==> src/rtl/branch_predictor_btb.sv <==
// ---------------------------------------------------------------------------
// branch_predictor_btb
//
// Direct-mapped branch target buffer with 2-bit saturating direction counters.
// Fetch looks up its PC combinationally against the registered table and gets
// a taken/target prediction in the same cycle. Decode returns the resolved
// outcome together with the prediction that was made for that instruction.
// The block trains the table, flags mispredicts with the correct redirect PC,
// and keeps running counts of resolved branches and mispredicts.
//
// Ports
//   i_clock            single clock, all state changes on posedge
//   i_reset            synchronous, active-high; clears table and statistics
//   i_fetch_pc         PC of the instruction currently in fetch
//   o_pred_taken       1 = predict taken
//   o_pred_target      predicted next PC (fetch_pc+4 when not taken)
//   i_upd_valid        1 = a branch/jump resolved in decode this cycle
//   i_upd_pc           PC of the resolved instruction
//   i_upd_taken        actual direction
//   i_upd_target       actual target (meaningful when i_upd_taken=1)
//   i_upd_pred_taken   direction originally predicted for this instruction
//   i_upd_pred_target  target originally predicted for this instruction
//   o_mispredict       1 = fetch path is wrong; flush IF and redirect
//   o_redirect_pc      correct next PC, valid when o_mispredict=1
//   o_stat_branches    count of accepted updates (wraps)
//   o_stat_mispredicts count of mispredicts (wraps)
// ---------------------------------------------------------------------------
module branch_predictor_btb #(
    parameter int         INDEX_BITS = 4,
    parameter int         TAG_BITS   = 8,
    parameter logic [1:0] CTR_ALLOC  = 2'b10
) (
    input  logic        i_clock,
    input  logic        i_reset,
    input  logic [31:0] i_fetch_pc,
    output logic        o_pred_taken,
    output logic [31:0] o_pred_target,
    input  logic        i_upd_valid,
    input  logic [31:0] i_upd_pc,
    input  logic        i_upd_taken,
    input  logic [31:0] i_upd_target,
    input  logic        i_upd_pred_taken,
    input  logic [31:0] i_upd_pred_target,
    output logic        o_mispredict,
    output logic [31:0] o_redirect_pc,
    output logic [31:0] o_stat_branches,
    output logic [31:0] o_stat_mispredicts
);

    localparam int ENTRIES = 1 << INDEX_BITS;
    localparam int IDX_LO  = 2;
    localparam int IDX_HI  = INDEX_BITS + 1;
    localparam int TAG_LO  = INDEX_BITS + 2;
    localparam int TAG_HI  = INDEX_BITS + TAG_BITS + 1;

    // Table storage: plain flops so every entry can be cleared in one cycle.
    logic                r_valid  [ENTRIES];
    logic [TAG_BITS-1:0] r_tag    [ENTRIES];
    logic [31:0]         r_target [ENTRIES];
    logic [1:0]          r_ctr    [ENTRIES];

    logic [31:0] r_stat_branches;
    logic [31:0] r_stat_mispredicts;

    // Lookup side
    logic [INDEX_BITS-1:0] w_fetch_idx;
    logic [TAG_BITS-1:0]   w_fetch_tag;
    logic                  w_fetch_hit;

    // Update side
    logic [INDEX_BITS-1:0] w_upd_idx;
    logic [TAG_BITS-1:0]   w_upd_tag;
    logic                  w_upd_hit;
    logic [1:0]            w_ctr_inc;
    logic [1:0]            w_ctr_dec;
    logic                  w_mispredict;

    assign w_fetch_idx = i_fetch_pc[IDX_HI:IDX_LO];
    assign w_fetch_tag = i_fetch_pc[TAG_HI:TAG_LO];
    assign w_upd_idx   = i_upd_pc[IDX_HI:IDX_LO];
    assign w_upd_tag   = i_upd_pc[TAG_HI:TAG_LO];

    // Prediction reads registered state only, so an update in flight is not
    // bypassed: a same-cycle lookup of the entry being written sees old data.
    // NOTE: every signal written in always_comb gets a default first so no
    // path leaves it unassigned and no latch is inferred.
    always_comb begin
        w_fetch_hit   = 1'b0;
        o_pred_taken  = 1'b0;
        o_pred_target = i_fetch_pc + 32'd4;
        w_fetch_hit   = r_valid[w_fetch_idx] && (r_tag[w_fetch_idx] == w_fetch_tag);
        if (w_fetch_hit && r_ctr[w_fetch_idx][1]) begin
            o_pred_taken  = 1'b1;
            o_pred_target = r_target[w_fetch_idx];
        end
    end

    // Resolution side: mispredict on wrong direction, or on a taken branch
    // whose predicted target differs from the actual one.
    always_comb begin
        w_upd_hit    = r_valid[w_upd_idx] && (r_tag[w_upd_idx] == w_upd_tag);
        w_ctr_inc    = (r_ctr[w_upd_idx] == 2'b11) ? 2'b11 : r_ctr[w_upd_idx] + 2'd1;
        w_ctr_dec    = (r_ctr[w_upd_idx] == 2'b00) ? 2'b00 : r_ctr[w_upd_idx] - 2'd1;
        w_mispredict = i_upd_valid &&
                       ((i_upd_taken != i_upd_pred_taken) ||
                        (i_upd_taken && (i_upd_target != i_upd_pred_target)));
    end

    assign o_mispredict       = w_mispredict;
    assign o_redirect_pc      = i_upd_taken ? i_upd_target : i_upd_pc + 32'd4;
    assign o_stat_branches    = r_stat_branches;
    assign o_stat_mispredicts = r_stat_mispredicts;

    // NOTE: sequential state uses non-blocking assignments only, so every
    // flop samples pre-edge values regardless of statement order.
    always_ff @(posedge i_clock) begin
        if (i_reset) begin
            // NOTE: the whole table is reset here (it is flops, not RAM), which
            // is what makes a mid-training reset forget every learned branch.
            for (int i = 0; i < ENTRIES; i++) begin
                r_valid[i]  <= 1'b0;
                r_tag[i]    <= '0;
                r_target[i] <= '0;
                r_ctr[i]    <= 2'b00;
            end
            r_stat_branches    <= '0;
            r_stat_mispredicts <= '0;
        end else begin
            if (i_upd_valid) begin
                r_stat_branches <= r_stat_branches + 32'd1;
                if (w_upd_hit) begin
                    if (i_upd_taken) begin
                        r_ctr[w_upd_idx]    <= w_ctr_inc;
                        r_target[w_upd_idx] <= i_upd_target;
                    end else begin
                        r_ctr[w_upd_idx]    <= w_ctr_dec;
                    end
                end else if (i_upd_taken) begin
                    // Direct-mapped: a taken miss evicts whatever aliases here.
                    r_valid[w_upd_idx]  <= 1'b1;
                    r_tag[w_upd_idx]    <= w_upd_tag;
                    r_target[w_upd_idx] <= i_upd_target;
                    r_ctr[w_upd_idx]    <= CTR_ALLOC;
                end
                // A not-taken miss allocates nothing.
            end
            if (w_mispredict) begin
                r_stat_mispredicts <= r_stat_mispredicts + 32'd1;
            end
        end
    end

endmodule

==> config.mk <==
export PLATFORM = sky130hd
export DESIGN_NAME = branch_predictor_btb
export DESIGN_NICKNAME = d
export VERILOG_FILES = /design/src/rtl/branch_predictor_btb.sv
export SDC_FILE = /design/constraint.sdc
export NUM_CORES = 1
export LEC_CHECK = 0
export BUFFER_PORTS_ARGS = -buffer_cell sky130_fd_sc_hd__buf_2
export CORE_AREA = 5 5 297 299
export CTS_BUF_LIST = sky130_fd_sc_hd__clkbuf_8
export CTS_CLUSTER_SIZE = 24
export DETAILED_ROUTE_END_ITERATION = 8
export DIE_AREA = 0 0 302 304
export PLACE_DENSITY = 0.73
export SLEW_MARGIN = 10
export SYNTH_ARGS = -nofsm -noshare
export SYNTH_HDL_FRONTEND = slang
export SYNTH_SLANG_ARGS = --single-unit
==> constraint.sdc <==
create_clock -name i_clock -period 7.5 [get_ports i_clock]
set_input_delay 0 -clock i_clock [delete_from_list [all_inputs] [get_ports i_clock]]
set_output_delay 0 -clock i_clock [all_outputs]
set_load 0.005 [all_outputs]
==> run metrics, run 1 <==
clk root buf clkbuf_8; Synth top area share approximately 53%; vias in the first global route between 20,000 and 25,000; IO buf count around 260; Worst Tran Pin Value 1.14 ns; total vias in the final route roughly 25,000; Most Crowded Layer GR met2; Worst Skew between 0.07 and 0.08 ns; ANT nets after route 0; core area about 85,000 sq um; Avg Cell Area, Syn between 10 and 15 sq um; worst path arrival time between 4 and 5 ns; clock buffer count from CTS ~120; initial antenna violation count 12; Die Wd just over 300 um; pin count of the biggest net entering global routing a little under 100; Remaining Overflow, GRT 0; Pwr Total roughly 9.1 mW; WP buf/inv 1; Die ar. around 90,000 sq um; type of the most critical hold path input port to register; Leakage between 15 and 20 nW; initial drt markers about 3,100; crit path cell chain mux4_1 -> mux4_2 -> xor2_1 -> a211oi_1 -> nand4b_4 -> mux2_2 -> buf_2; slowest cell on the critical path nand4b_4; Netlist Area Pre-Place ~38,000 sq um; nets@finish just over 3,000; sequential-to-total area share from yosys stat 57.5%; Wirelength per Cell ~27 um; Total Routing Usage GR roughly a quarter; first-pass GRT wire length approximately 170,000 um; drt first pass iters 6; Die Y slightly above 300 um; clock transition at the registers of the reported paths about 0.07 ns; crit path launch type register; max cap viols 0; Pwr Density around 210 nW/um^2; Synth Warn # 0; initial core utilization 44.7%; Detailed Route WL 114,000 um; top cells by area, synth edfxtp_1, mux4_2, and2_1; status finished clean; RSZ-0062 raised after global routing false; multi-input combinational cell area 15,300 sq um; Fin Setup TNS 0 ns; fmax ~210 MHz; drt via density roughly 6; most instantiated library cell after synthesis edfxtp_1; ys async rst share 0%; top-level I/O count 263; Slew Limit Fails 0; kind of critical path register to primary output; Placer Congestion between 0.9 and 1; area taken by flip-flops and latches 21,800 sq um; Fin. Hold Viols 0; layout cells sized above 1 between 20% and 30%; # DRC 0; post-DP HPWL roughly 70,000 um; min cycle time layout about 4.7 ns; Critical Path Fanout Max 32; Fillers 7,129; period utilisation layout between 60% and 70%; Post-synth top flop edfxtp_1; leading area contributor after synthesis edfxtp_1; CTS tree yes; Post-Synthesis Net Count about 2,900; synth-to-layout area growth 13.4%; worst vdd ir around 0.00015 V; Seq cells post-synth about 750; Slew HR about a quarter; EDFF count, synth about 670; CTS max path bufs 3; Synth top cells by count edfxtp_1, and2_1, mux4_2, clkbuf_1, and3_1; synth unique cells between 70 and 80; met1 Use GR between 30% and 40%; cell row count 107; met2 Use GR a little under two fifths; Worst EP required between 7 and 8 ns; CP endpoint kind primary output; clock latency on the worst-skew pair roughly 0.79 ns; M3 GR Usage between 8 and 9%; Sink Count approximately 750; final setup violation count 0; htree depth 3; Largest stage delay, worst path roughly 0.98 ns; Largest delay share family, worst path multiplexers; Syn Inst Count between 2,000 and 3,000
-- flip-flops by register name (all words and copies together), names as in the netlist --
register	cells
r_tag	128
r_ctr	32
o_stat_mispredicts	32
r_target	512
r_valid	16
o_stat_branches	32
-- through the flow --
step	instances	cell area, sq um	setup WS (ns)	hold slack [ns]	utilization, %
after floorplan	2717	37900	3.66	0.121	-
after global placement	3939	40300	2.96	0.297	47.5
after detailed placement	3939	40300	2.88	0.294	47.5
after CTS	4200	43000	2.81	0.0769	50.6
after global routing	4202	43000	2.74	0.156	50.6
final	4206	43000	2.81	0.128	50.6
-- area by class of cell --
class                   count  area share, %
diodes                      6         0.0349
inverters                  21          0.183
clock buffers             126           4.03
well taps                1144           3.33
multi-input cells        1711           35.6
repair buffers            354           4.96
flip-flops and latches    752           50.7
clock inverters            92           1.16
-- cell usage in the layout, fill, tap and decap left out, types with 8 or more instances in the layout --
cell type,instances
edfxtp_1,672
and2_1,535
buf_2,257
mux4_2,224
and3_1,149
clkbuf_8,126
nand2_1,102
nor2_1,100
xnor2_1,93
dfxtp_1,80
inv_1,59
xor2_1,55
buf_4,52
nand3_1,49
o21ai_0,46
dlygate4sd3_1,43
clkinv_1,35
mux2i_1,34
mux2_4,28
nand4_1,27
or3_1,17
a21oi_1,17
or2_1,17
nor3_1,16
a21o_1,16
nor2_4,15
o21ai_4,15
and4_1,13
a31o_2,13
mux4_1,10
nor2b_1,8
-- worst register-to-register path: stages (launching register included) --
cell and delay [ns]:
edfxtp_1 0.41, mux4_2 0.53, a22o_1 0.29, a221oi_2 0.21
xnor2_1 0.11, nor4_2 0.47, nand3_4 0.49, buf_4 0.59
and2_1 0.34, or2_1 0.35
-- layer usage --
metal | wire length [um] | share of wire, %
met5 | 24 | 0.021
met2 | 52400 | 46
met4 | 4710 | 4.1
met1 | 42500 | 37
met3 | 14400 | 13
-- where the power goes --
group / leakage (nW) / switching (mW) / internal, mW / total [mW]
Combinational: 7.65 / 0.554 / 0.394 / 0.948
Clock: 1.27 / 1.65 / 1.66 / 3.31
Sequential: 7.06 / 0.0772 / 4.76 / 4.83
-- cell families (layout without fill, tap and decap cells) --
group                    after synthesis  after routing  share of synthesized area (%)
AND/OR/NAND/NOR                     1101           1101                           17.1
flip-flops                           752            752                           57.5
multiplexers                         302            302                           16.2
buffers and inverters                254            593                           2.95
AO/OA/AOI/OAI                        153            153                           2.65
XOR/XNOR                             148            148                           3.42
adder cells (fa/ha/maj)                7              7                          0.231
other                                  0              6                              0
-- what timing repair did --
action | in CTS | in global routing
endpoints found under the setup margin | 0 | 0
gates resized for setup | 0 | 0
endpoints found under the hold margin | 713 | 0
hold buffers | 43 | 0
buffers inserted | 0 | 0
-- final timing paths --
kind,endpoint,depth (start not counted),slack (ns),from
max reg2reg,r_tag[9][6],9,3.36,r_tag[1][1]
min,o_stat_mispredicts[0],5,0.13,i_upd_pred_taken
min reg2reg,o_stat_branches[31],2,0.50,o_stat_branches[31]
max,o_pred_target[31],7,2.81,r_tag[8][3]
No activity file was read; power rests on OpenSTA's default activity.
==> run 2: changes to the inputs <==
==> constraint.sdc (replaced) <==
create_clock -name i_clock -period 4.7 [get_ports i_clock]
set_input_delay 0 -clock i_clock [delete_from_list [all_inputs] [get_ports i_clock]]
set_output_delay 0 -clock i_clock [all_outputs]
set_load 0.005 [all_outputs]
==> run 2 against run 1 <==
Effect of this change: sequential cell count stayed put; combinational power grew 60%; worst setup slack got worse by 2.6 ns; critical path depth stayed put; total power increased by 62%; design area up 0.54%; global-route usage increased by 0.053 points; hold slack worse by 0.069 ns; wire length grew 0.32%; clock skew fell by 0.011 ns; register-to-register slack worse by 2.2 ns; die area stayed put; critical endpoint is now o_pred_target[30]; largest cell class unchanged.
==> run metrics, run 2 (synthesized netlist as in run 1, its figures left out) <==
status finished clean; Worst EP required about 4.7 ns; initial drt markers approximately 3,200; Worst Skew ~0.068 ns; nets@finish between 3,000 and 4,000; type of the most critical hold path input port to register; post-DP HPWL between 70,000 and 80,000 um; pin count of the biggest net entering global routing 97; RSZ-0062 raised after global routing false; Die Wd around 300 um; most frequent cells in the layout edfxtp_1, and2_1, buf_2, mux4_2, and3_1; Placer Congestion ~0.96; core area 84,900 sq um; kind of critical path register to primary output; vias in the first global route approximately 25,000; fmax approximately 220 MHz; Comb power frac 10.3%; sequential cell fraction of total power a little over half; ANT nets after route 0; slowest cell on the critical path nand4b_4; Die Y a little over 300 um; htree depth 3; drt via density 5.93; worst setup margin roughly 0.2 ns; Critical Path Fanout Max 32; clock latency on the worst-skew pair 0.77 ns; worst slack, placed between 0.7 and 0.8 ns; CP endpoint kind primary output; CTS max path bufs 3; Finished Layout Cells roughly 4,200; layout cells sized above 1 26.4%; max cap viols 0; Die ar. ~92,000 sq um; Net Sw Frac between 20% and 30%; Slew HR 24.4%; Worst Tran Pin Value approximately 1.1 ns; total vias in the final route around 25,000; Cell Int Power ~11 mW; worst path arrival time 4.50 ns; largest register by flop count r_target; Leakage around 16 nW; worst vdd ir 0.000218 V; clock share of power between 30% and 40%; Fin. Hold Viols 0; Wirelength per Cell about 27 um; most common cell after layout, fill and taps aside edfxtp_1; Psw 3.66 mW; biggest regs r_target (512), r_tag (128); drt first pass iters 6; clock transition at the registers of the reported paths around 0.060 ns; Largest stage delay, worst path a little under 0.9 ns; CTS tree yes; Pwr Density between 300 and 400 nW/um^2; max reg flops just over 500; Slew Limit Fails 0; crit path cell chain mux4_4 -> mux4_2 -> xnor2_1 -> and4_1 -> nand4b_4 -> mux2_4 -> buf_2; final setup violation count 0; crit path launch type register; Detailed Route WL 114,000 um; min cycle time layout ~4.5 ns; Fin Setup TNS 0 ns; top-level I/O count about 260; Core Util, Final slightly above 50%; Worst Hold Slack just under 0.06 ns; Sink Count between 700 and 800; clock buffer count from CTS between 100 and 150; synth-to-layout area growth 14.0%; initial antenna violation count 9; IO buf count between 200 and 300; first-pass GRT wire length about 170,000 um; WHS Path Cells 5; worst reg2reg path depth 9; Total Routing Usage GR between 20% and 30%; Remaining Overflow, GRT 0; cell row count about 110; initial core utilization around 45%; # DRC 0; clk root buf clkbuf_8; period utilisation layout between 90% and 100%; # placed instances 3,957
run 2: cell types whose count changed in the layout (fill, tap and decap cells not counted), sizes merged:
cell	previous run	this run
inv	62	58
buf	311	329
bufinv	3	7
diode	6	3
clkinv	43	37
clkinvlp	5	2
clkbuf	126	124
dlygate4sd3	43	44
run 2: stage by stage:
step / power (mW) / instance area [sq um]
final: 14.7 / 43200
after global placement: 9.30 / 40500
after CTS: 14.8 / 43200
after global routing: 15.2 / 43200
after detailed placement: 9.32 / 40500
after floorplan: 8.70 / 37900
run 2: critical path, delay by kind of cell, from the launching register on:
kind	cells	cell delay (ns)
flip-flops	1	0.44
buffers and inverters	1	0.14
XOR/XNOR	1	0.26
multiplexers	3	1.73
AND/OR/NAND/NOR	2	1.15
run 2: final cells by class:
cell class,instances,area [sq um]
multi-input cells,1711,15300
fillers,7082,41700
flip-flops and latches,752,21800
diodes,3,7.51
clock buffers,124,1710
repair buffers,373,2320
well taps,1144,1430
clock inverters,83,574
inverters,21,78.8
run 2: final timing paths:
kind                                        from                     to  slack (ns)
worst max-delay path                 r_tag[5][1]      o_pred_target[30]        0.20
worst min-delay path            i_upd_pred_taken  o_stat_mispredicts[1]        0.06
worst max register to register       r_tag[3][2]           r_tag[11][7]        1.12
worst min register to register        r_valid[6]             r_valid[6]        0.49
run 2: timing repair:
item / CTS / global route
resized for setup: 0 / 1
hold buffers: 44 / 0
setup endpoints to repair: 0 / 32
hold endpoints to repair: 680 / 0
buffers inserted: 0 / 0
run 2: power by group through the flow:
stage	clock network [mW]	logic [mW]	registers, mW
final	5.48	1.52	7.72
after global routing	5.83	1.59	7.73
after CTS	5.53	1.51	7.71
after detailed placement	0	1.47	7.85
after global placement	0	1.46	7.84
after floorplan	0	0.903	7.80
run 2: per-layer routing:
layer | up-vias | wire length [um] | track usage (%)
li1 | 10700 | - | -
met1 | 12400 | 43000 | 33.4
met2 | 1636 | 53200 | 38.1
met3 | 235 | 14200 | 6.77
met4 | 6 | 4000 | 7.95
met5 | - | 43 | 0
